### config.mk
export PLATFORM = sky130hd
export DESIGN_NAME = ext_pipe_unit
export DESIGN_NICKNAME = d
export VERILOG_FILES = /design/src/rtl/ext_pipe_unit.sv
export SDC_FILE = /design/constraint.sdc
export NUM_CORES = 1
export LEC_CHECK = 0
export ABC_CLOCK_PERIOD_IN_PS = 3360
export CAP_MARGIN = 30
export CORE_UTILIZATION = 44
export CTS_CLUSTER_DIAMETER = 100
export CTS_CLUSTER_SIZE = 28
export DETAILED_ROUTE_END_ITERATION = 10
export GPL_TIMING_DRIVEN = 0
export PLACE_DENSITY = 0.7
export SYNTH_ARGS = -nofsm -noshare
export SYNTH_HDL_FRONTEND = slang
export SYNTH_SLANG_ARGS = --single-unit
### constraint.sdc
create_clock -name clk -period 3.36 [get_ports clk]
set_clock_uncertainty 0.1 [all_clocks]
set_input_delay 0.672 -clock clk [delete_from_list [all_inputs] [get_ports clk]]
set_output_delay 0.672 -clock clk [all_outputs]
set_load 0.1 [all_outputs]
### src/rtl/ext_pipe_unit.sv
// ext_pipe_unit: registered immediate / load-data extension stage.
// Each accepted request is extended once at acceptance and stored in a
// two-entry FIFO. Entry 0 doubles as the output register, so out_data and
// out_err come straight from flops. Entry 1 is the skid slot that absorbs
// one request while the consumer stalls.
module ext_pipe_unit #(
    parameter int XLEN = 32,
    localparam int OFF_W = $clog2(XLEN / 8)
) (
    input  logic             clk,
    input  logic             rst,
    input  logic             in_valid,
    output logic             in_ready,
    input  logic [XLEN-1:0]  in_data,
    input  logic [OFF_W-1:0] in_off,
    input  logic [2:0]       in_op,
    output logic             out_valid,
    input  logic             out_ready,
    output logic [XLEN-1:0]  out_data,
    output logic             out_err
);

    localparam logic [2:0] OP_ZERO16 = 3'd0;
    localparam logic [2:0] OP_SIGN16 = 3'd1;
    localparam logic [2:0] OP_LUI16  = 3'd2;
    localparam logic [2:0] OP_LB     = 3'd3;
    localparam logic [2:0] OP_LBU    = 3'd4;
    localparam logic [2:0] OP_LH     = 3'd5;
    localparam logic [2:0] OP_LHU    = 3'd6;
    localparam logic [2:0] OP_LW     = 3'd7;

    // Returns {err, data} for one request. Loads first shift the addressed
    // byte lane down to bit 0 and then overwrite the upper bits with the
    // extension bit. Misaligned halves and words yield zero data with err set.
    function automatic logic [XLEN:0] ext_calc(
        input logic [2:0]       op,
        input logic [XLEN-1:0]  d,
        input logic [OFF_W-1:0] off
    );
        logic [XLEN-1:0] sh;
        logic [XLEN-1:0] res;
        logic            err;
        sh  = d >> {off, 3'b000};
        res = {XLEN{1'b0}};
        err = 1'b0;
        case (op)
            OP_ZERO16: res = {{(XLEN-16){1'b0}}, d[15:0]};
            OP_SIGN16: res = {{(XLEN-16){d[15]}}, d[15:0]};
            OP_LUI16:  res = {d[15:0], {(XLEN-16){1'b0}}};
            OP_LB, OP_LBU: begin
                res = sh;
                for (int i = 8; i < XLEN; i++) begin
                    res[i] = (op == OP_LB) ? sh[7] : 1'b0;
                end
            end
            OP_LH, OP_LHU: begin
                if (off[0]) begin
                    err = 1'b1;
                end else begin
                    res = sh;
                    for (int i = 16; i < XLEN; i++) begin
                        res[i] = (op == OP_LH) ? sh[15] : 1'b0;
                    end
                end
            end
            OP_LW: begin
                if (off[1:0] != 2'd0) begin
                    err = 1'b1;
                end else begin
                    res = sh;
                    for (int i = 32; i < XLEN; i++) begin
                        res[i] = sh[31];
                    end
                end
            end
            default: begin
                res = {XLEN{1'b0}};
                err = 1'b0;
            end
        endcase
        return {err, res};
    endfunction

    logic [1:0]      count_r;
    logic [1:0]      count_nxt_s;
    logic [XLEN-1:0] ent1_data_r;
    logic            ent1_err_r;
    logic            push_s;
    logic            pop_s;
    logic [XLEN:0]   calc_s;

    // The ready decision uses only the registered count, so out_ready has no path into in_ready.
    assign in_ready = !rst && (count_r != 2'd2);

    // Handshake decode, extension of the incoming request, and next occupancy.
    always_comb begin
        push_s      = in_valid && in_ready;
        pop_s       = out_valid && out_ready;
        calc_s      = ext_calc(in_op, in_data, in_off);
        count_nxt_s = count_r;
        case ({push_s, pop_s})
            2'b10:   count_nxt_s = count_r + 2'd1;
            2'b01:   count_nxt_s = count_r - 2'd1;
            default: count_nxt_s = count_r;
        endcase
    end

    // FIFO storage: entry 0 is the output register and entry 1 is the skid slot.
    always_ff @(posedge clk or posedge rst) begin
        if (rst) begin
            count_r     <= 2'd0;
            out_valid   <= 1'b0;
            out_data    <= {XLEN{1'b0}};
            out_err     <= 1'b0;
            ent1_data_r <= {XLEN{1'b0}};
            ent1_err_r  <= 1'b0;
        end else begin
            count_r   <= count_nxt_s;
            out_valid <= (count_nxt_s != 2'd0);
            case (count_r)
                2'd0: begin
                    if (push_s) begin
                        {out_err, out_data} <= calc_s;
                    end
                end
                2'd1: begin
                    if (push_s && pop_s) begin
                        {out_err, out_data} <= calc_s;
                    end else if (push_s) begin
                        {ent1_err_r, ent1_data_r} <= calc_s;
                    end
                end
                2'd2: begin
                    if (pop_s) begin
                        out_data <= ent1_data_r;
                        out_err  <= ent1_err_r;
                    end
                end
                default: begin
                    out_data <= out_data;
                end
            endcase
        end
    end

endmodule

* Word level (Yosys, flattened, before mapping)
Cells that the tools add are included.
** Cells by class
- Add/sub/neg operators :: 2
- Eq/ne operators :: 15
- Shift operators :: 1
- Muxes and demuxes :: 17
- Bitwise operators :: 1
- Reduce and logical (&&, ||, !) cells :: 14
** Operators with widths (count)
- $pmux 32 s6 :: 1
- $mux 32 :: 5
- $pmux 32 s3 :: 1
- $shr 32x5->32 :: 1
- $eq 3x3->1 const B :: 4
- $ne 2x2->1 const B :: 4
- $mux 1 :: 7
- $eq 3x2->1 const B :: 2
- $eq 2x1->1 const B :: 2
- $eq 2x2->1 const B :: 2
- $logic_and 1x1->1 :: 4
- $pmux 2 s2 :: 1
- $reduce_and 4->1 :: 1
- $reduce_bool 2->1 :: 2
- $reduce_or 2->1 :: 2
- $eq 3x1->1 const B :: 1
- $logic_not 3->1 :: 1
- $pmux 1 s3 :: 1
- $reduce_and 3->1 :: 1
- $reduce_bool 3->1 :: 1
- $add 2x1->2 const B :: 1
- $logic_not 2->1 :: 1
- $pmux 1 s2 :: 1
- $sub 2x1->2 const B :: 1
- 2 further kinds :: 2
** Storage, ports and cells
- Register bits :: 69
- Input bits :: 41

* Longest topological paths before layout
- Depth in word-level cells :: 6
- Mapped depth :: 12

* Worst setup path before layout
Ideal clock, no wire load.
- Kind :: register -> output
- Start point :: reg count_r[0]
- End point :: out in_ready
- Arrival :: 2400 ps
- Required time :: 2588 ps
- Path slack :: 188 ps
- Stages on the path, launching flop included :: 6
- Cells stage by stage :: dfrtp_1 > inv_1 > ha_1 > clkbuf_1 > clkbuf_1 > nor2_1
** Between the ends
- Longest elaborated chain between the ends :: 2
** Ends and longest elaborated chain
- start, declared :: line 84 : logic [1:0] count_r;
- start signal, assigned :: line 118 : count_r <= count_nxt_s;
- $ne 2x2->1 :: line 93 : assign in_ready = !rst && (count_r != 2'd2);
- $logic_and 1x1->1 :: line 93
- end, declared :: line 13 : output logic in_ready,
Every way passes these cells.

* Worst setup path after layout
- Start point :: in in_off[1]
- End point :: reg out_data[29]
** Between the ends
- Longest elaborated chain between the ends :: 6
** Ends and longest elaborated chain
- start, declared :: line 15 : input logic [OFF_W-1:0] in_off,
- $shr 32x5->32 :: line 43 : sh = d >> {off, 3'b000};
- $mux 1 :: line 62 : res[i] = (op == OP_LH) ? sh[15] : 1'b0;
- $mux 32 :: line 57 : if (off[0]) begin
- $pmux 32 s6 (*) :: line 46 : case (op)
- $mux 32, on equally long branches :: line 127, 122
- $pmux 32 s3 (*) :: line 120 : case (count_r)
- end signal, assigned :: line 123 : {out_err, out_data} <= calc_s;
- end signal, assigned :: line 128 : {out_err, out_data} <= calc_s;
- end signal, assigned :: line 135 : out_data <= ent1_data_r;
- end, declared :: line 19 : output logic [XLEN-1:0] out_data,
Every way passes the cells marked *; elsewhere a longest branch is shown, timed or not. The select of a mux whose other input is x is not followed.
A chain may end at the register's enable or synchronous reset.

==> qor.yml <==
clock_network:
  clock-sinks: 69
  clk_latency_ps: 350
  root_buffer: "clkbuf_8"
  cts-buffers-inserted: 9
  cts_htree_levels: 3
  clk_pin_slew_ps: 70
  cts_tree: "built"
  clock_path_buffers: 2
synthesis:
  yosysTopAreaCellShare_pct: 44.1
  ys_seq_elements: 69
  yosys_warnings: 0
  syn_nets: 456
  synth_top_cells_by_count: "dfrtp_1, a21oi_1, a22oi_1, nor2_1, nand2_1"
  synthCells: 407
  ys_seq_area_share_pct: 44.1
  yosysMostFrequentCell: "dfrtp_1"
  synth_area_leaders: "dfrtp_1, a22oi_1, a21oi_1, mux2i_1, mux4_2"
  ys.flop_type: "dfrtp_1"
  mappedNetlistArea_um2: 3920
  syn_avg_cell_area_um2: 9.62
  synth_cell_types: 46
  synthArstFlopShare_pct: 100
  synth_edf_count: 0
  yosysTopAreaCell: "dfrtp_1"
placement:
  gp_congestion: 0.903
  hpwl_um: 8780
  placed_area_um2: 4800
  place_ws_ps: -201
  numPlacedInstances: 590
  io_buffers: 74
timing:
  hold_viol_final: 0
  final.setup.tns_ps: 0
  max_freq_mhz: 317
  drv_slew: 0
  hold_ws_ps: 387
  relSlewSlack_pct: 33.5
  layout_setup_ws_ps: 206
  finalSetupViolCount: 0
  rsz0062_at_grt: "no"
  timing.final.crit_share_pct: 93.9
  worst_pin_slew_ps: 995
  period_needed_ps: 3150
setup_path:
  crit_chain: "clkdlybuf4s50_1 > clkbuf_1 > nand3b_1 > nor3_1 > clkbuf_1 > a22oi_1 > a22oi_1"
  cp_max_fo: 10
  cp-start-kind: "input pin"
  crit_family: "buffers and inverters"
  crit_path_top_delay_cell: "nor3_1"
  crit_type: "in2reg"
  r2r_end: "out_data[24]"
  timing.rr.start: "count_r[0]"
  crit_buf_inv: 3
  startpoint: "in_off[1]"
  reg2reg_slack_ps: 220
  end_kind: "register"
  worstPathRequired_ps: 3520
  worstRegToRegCells: 12
  crit_arrival_ps: 3320
  cpPeakStageDelay_ps: 660
final_layout:
  final_util_pct: 57.6
  syn2layout_area_growth_pct: 27.6
  fin_cells: 603
  n_fill_cell: 810
  multi_input_area_um2: 2020
  drive_above_1_share_pct: 8.89
  fin_area_um2: 5000
  register_area_um2: 1730
  diodes: 0
  num-nets-final: 542
detailed_routing:
  via_per_inst: 6.06
  final_antenna_net_count: 0
  first_iter_violations: 344
  dr.pass1.iters: 5
  drc: 0
  routedWlPerCell_um: 19.7
  vias: 3652
  routed_wl_um: 11900
die:
  core_area_um2: 8680
  io_pins: 76
  num_rows: 34
  die_area_um2: 9280
  die_h_um: 96.3
  fp.dieW_um: 96.3
  initial_core_util_pct: 45.1
hold_path:
  min_from: "out_data[13]"
  hp-class: "reg2reg"
  hold_end: "out_data[13]"
  min_path_cells: 2
power_and_ir_drop:
  pwr-share-comb_pct: 61.6
  p_int_mw: 2.61
  p_switching_mw: 2.97
  pwr-share-seq_pct: 26.3
  p_leak_nw: 2.02
  sw_frac_of_total_pct: 53.2
  total_power_mw: 5.58
  power_density_nw_per_um2: 1120
  power.share.clock_pct: 12.1
  ir_drop_v: 0.000709
global_route:
  antenna_found_initial: 0
  grt_usage_pct: 27.1
  grt_pass1_vias: 3439
  grt_max_degree: 70
  grt_first_pass_wirelength_um: 18300
  overflow: 0
run:
  cap_violations: 0
run_status:
  status: "finished clean"
[worst register-to-register path, stage by stage, from the launching register on]
cell and delay (ps):
dfrtp_1 430, inv_1 80, ha_1 300, or3b_1 390
buf_2 160, inv_1 110, ha_1 160, nor2b_1 70
a2111o_1 300, buf_6 150, nor4_4 440, buf_6 210
a22oi_1 100
[routing by layer]
layer,part of all wire [%],track usage [%],vias up
met5,0,0,-
met4,2.3,10.0,0
met3,8.0,5.61,22
met2,46,41.5,166
met1,44,37.8,1777
li1,-,-,1687
[worst max path at each step]
stage,to,cells after the start,slack (ps)
after floorplan,in_ready,5,190
after global placement,out_data[11],2,-380
after detailed placement,ent1_data_r[29],9,-200
after CTS,in_ready,6,100
after global routing,out_data[24],12,20
final,out_data[29],7,210
[placed cells by master (no fill, tap or decap), types with 11 or more instances in the layout]
master and count:
a22oi_1 38, dfrtp_1 69, a21oi_1 43, nand2_1 33
clkbuf_8 11, clkdlybuf4s50_1 73, o21ai_0 31, clkbuf_1 19
nor2_1 36, mux2i_1 18
[registers in the layout, indices dropped and copies added (netlist names)]
register	cells
ent1_data_r	32
out_data	32
count_r	2
ent1_err_r	1
out_err	1
out_valid	1
[power groups by stage]
stage          clock (mW)  sequential [mW]  combinational (mW)
2_1_floorplan           0             2.80                1.25
3_3_place_gp            0             1.46                3.38
3_5_place_dp            0             1.48                3.42
4_1_cts             0.690             1.47                3.44
5_1_grt             0.715             1.52                3.66
6_report            0.676             1.47                3.44
[what timing repair did]
action	CTS	global route
hold buffers	0	0
resized for setup	4	6
endpoints found under the setup margin	1	14
pin swaps	0	0
buffers inserted	0	0
[kinds of logic (layout without fill, tap and decap cells)]
family | Yosys count | in the layout | share of synthesized area (%)
simple gates | 102 | 102 | 12.2
xor+xnor | 1 | 1 | 0.224
fa+ha+maj | 8 | 8 | 2.56
flops | 69 | 69 | 44.1
compound gates | 159 | 159 | 26.7
buf+inv | 40 | 128 | 4.44
mux | 28 | 28 | 9.78
[area by class of cell]
type | instances | share of cell area [%]
clock buffer | 11 | 3.03
multi-input combinational | 298 | 40.4
timing repair buffer | 75 | 14.9
inverter | 7 | 0.576
buffer | 33 | 3.05
tap | 108 | 2.70
clock inverter | 2 | 0.701
sequential | 69 | 34.6
No activity file was read; power rests on OpenSTA's default activity.
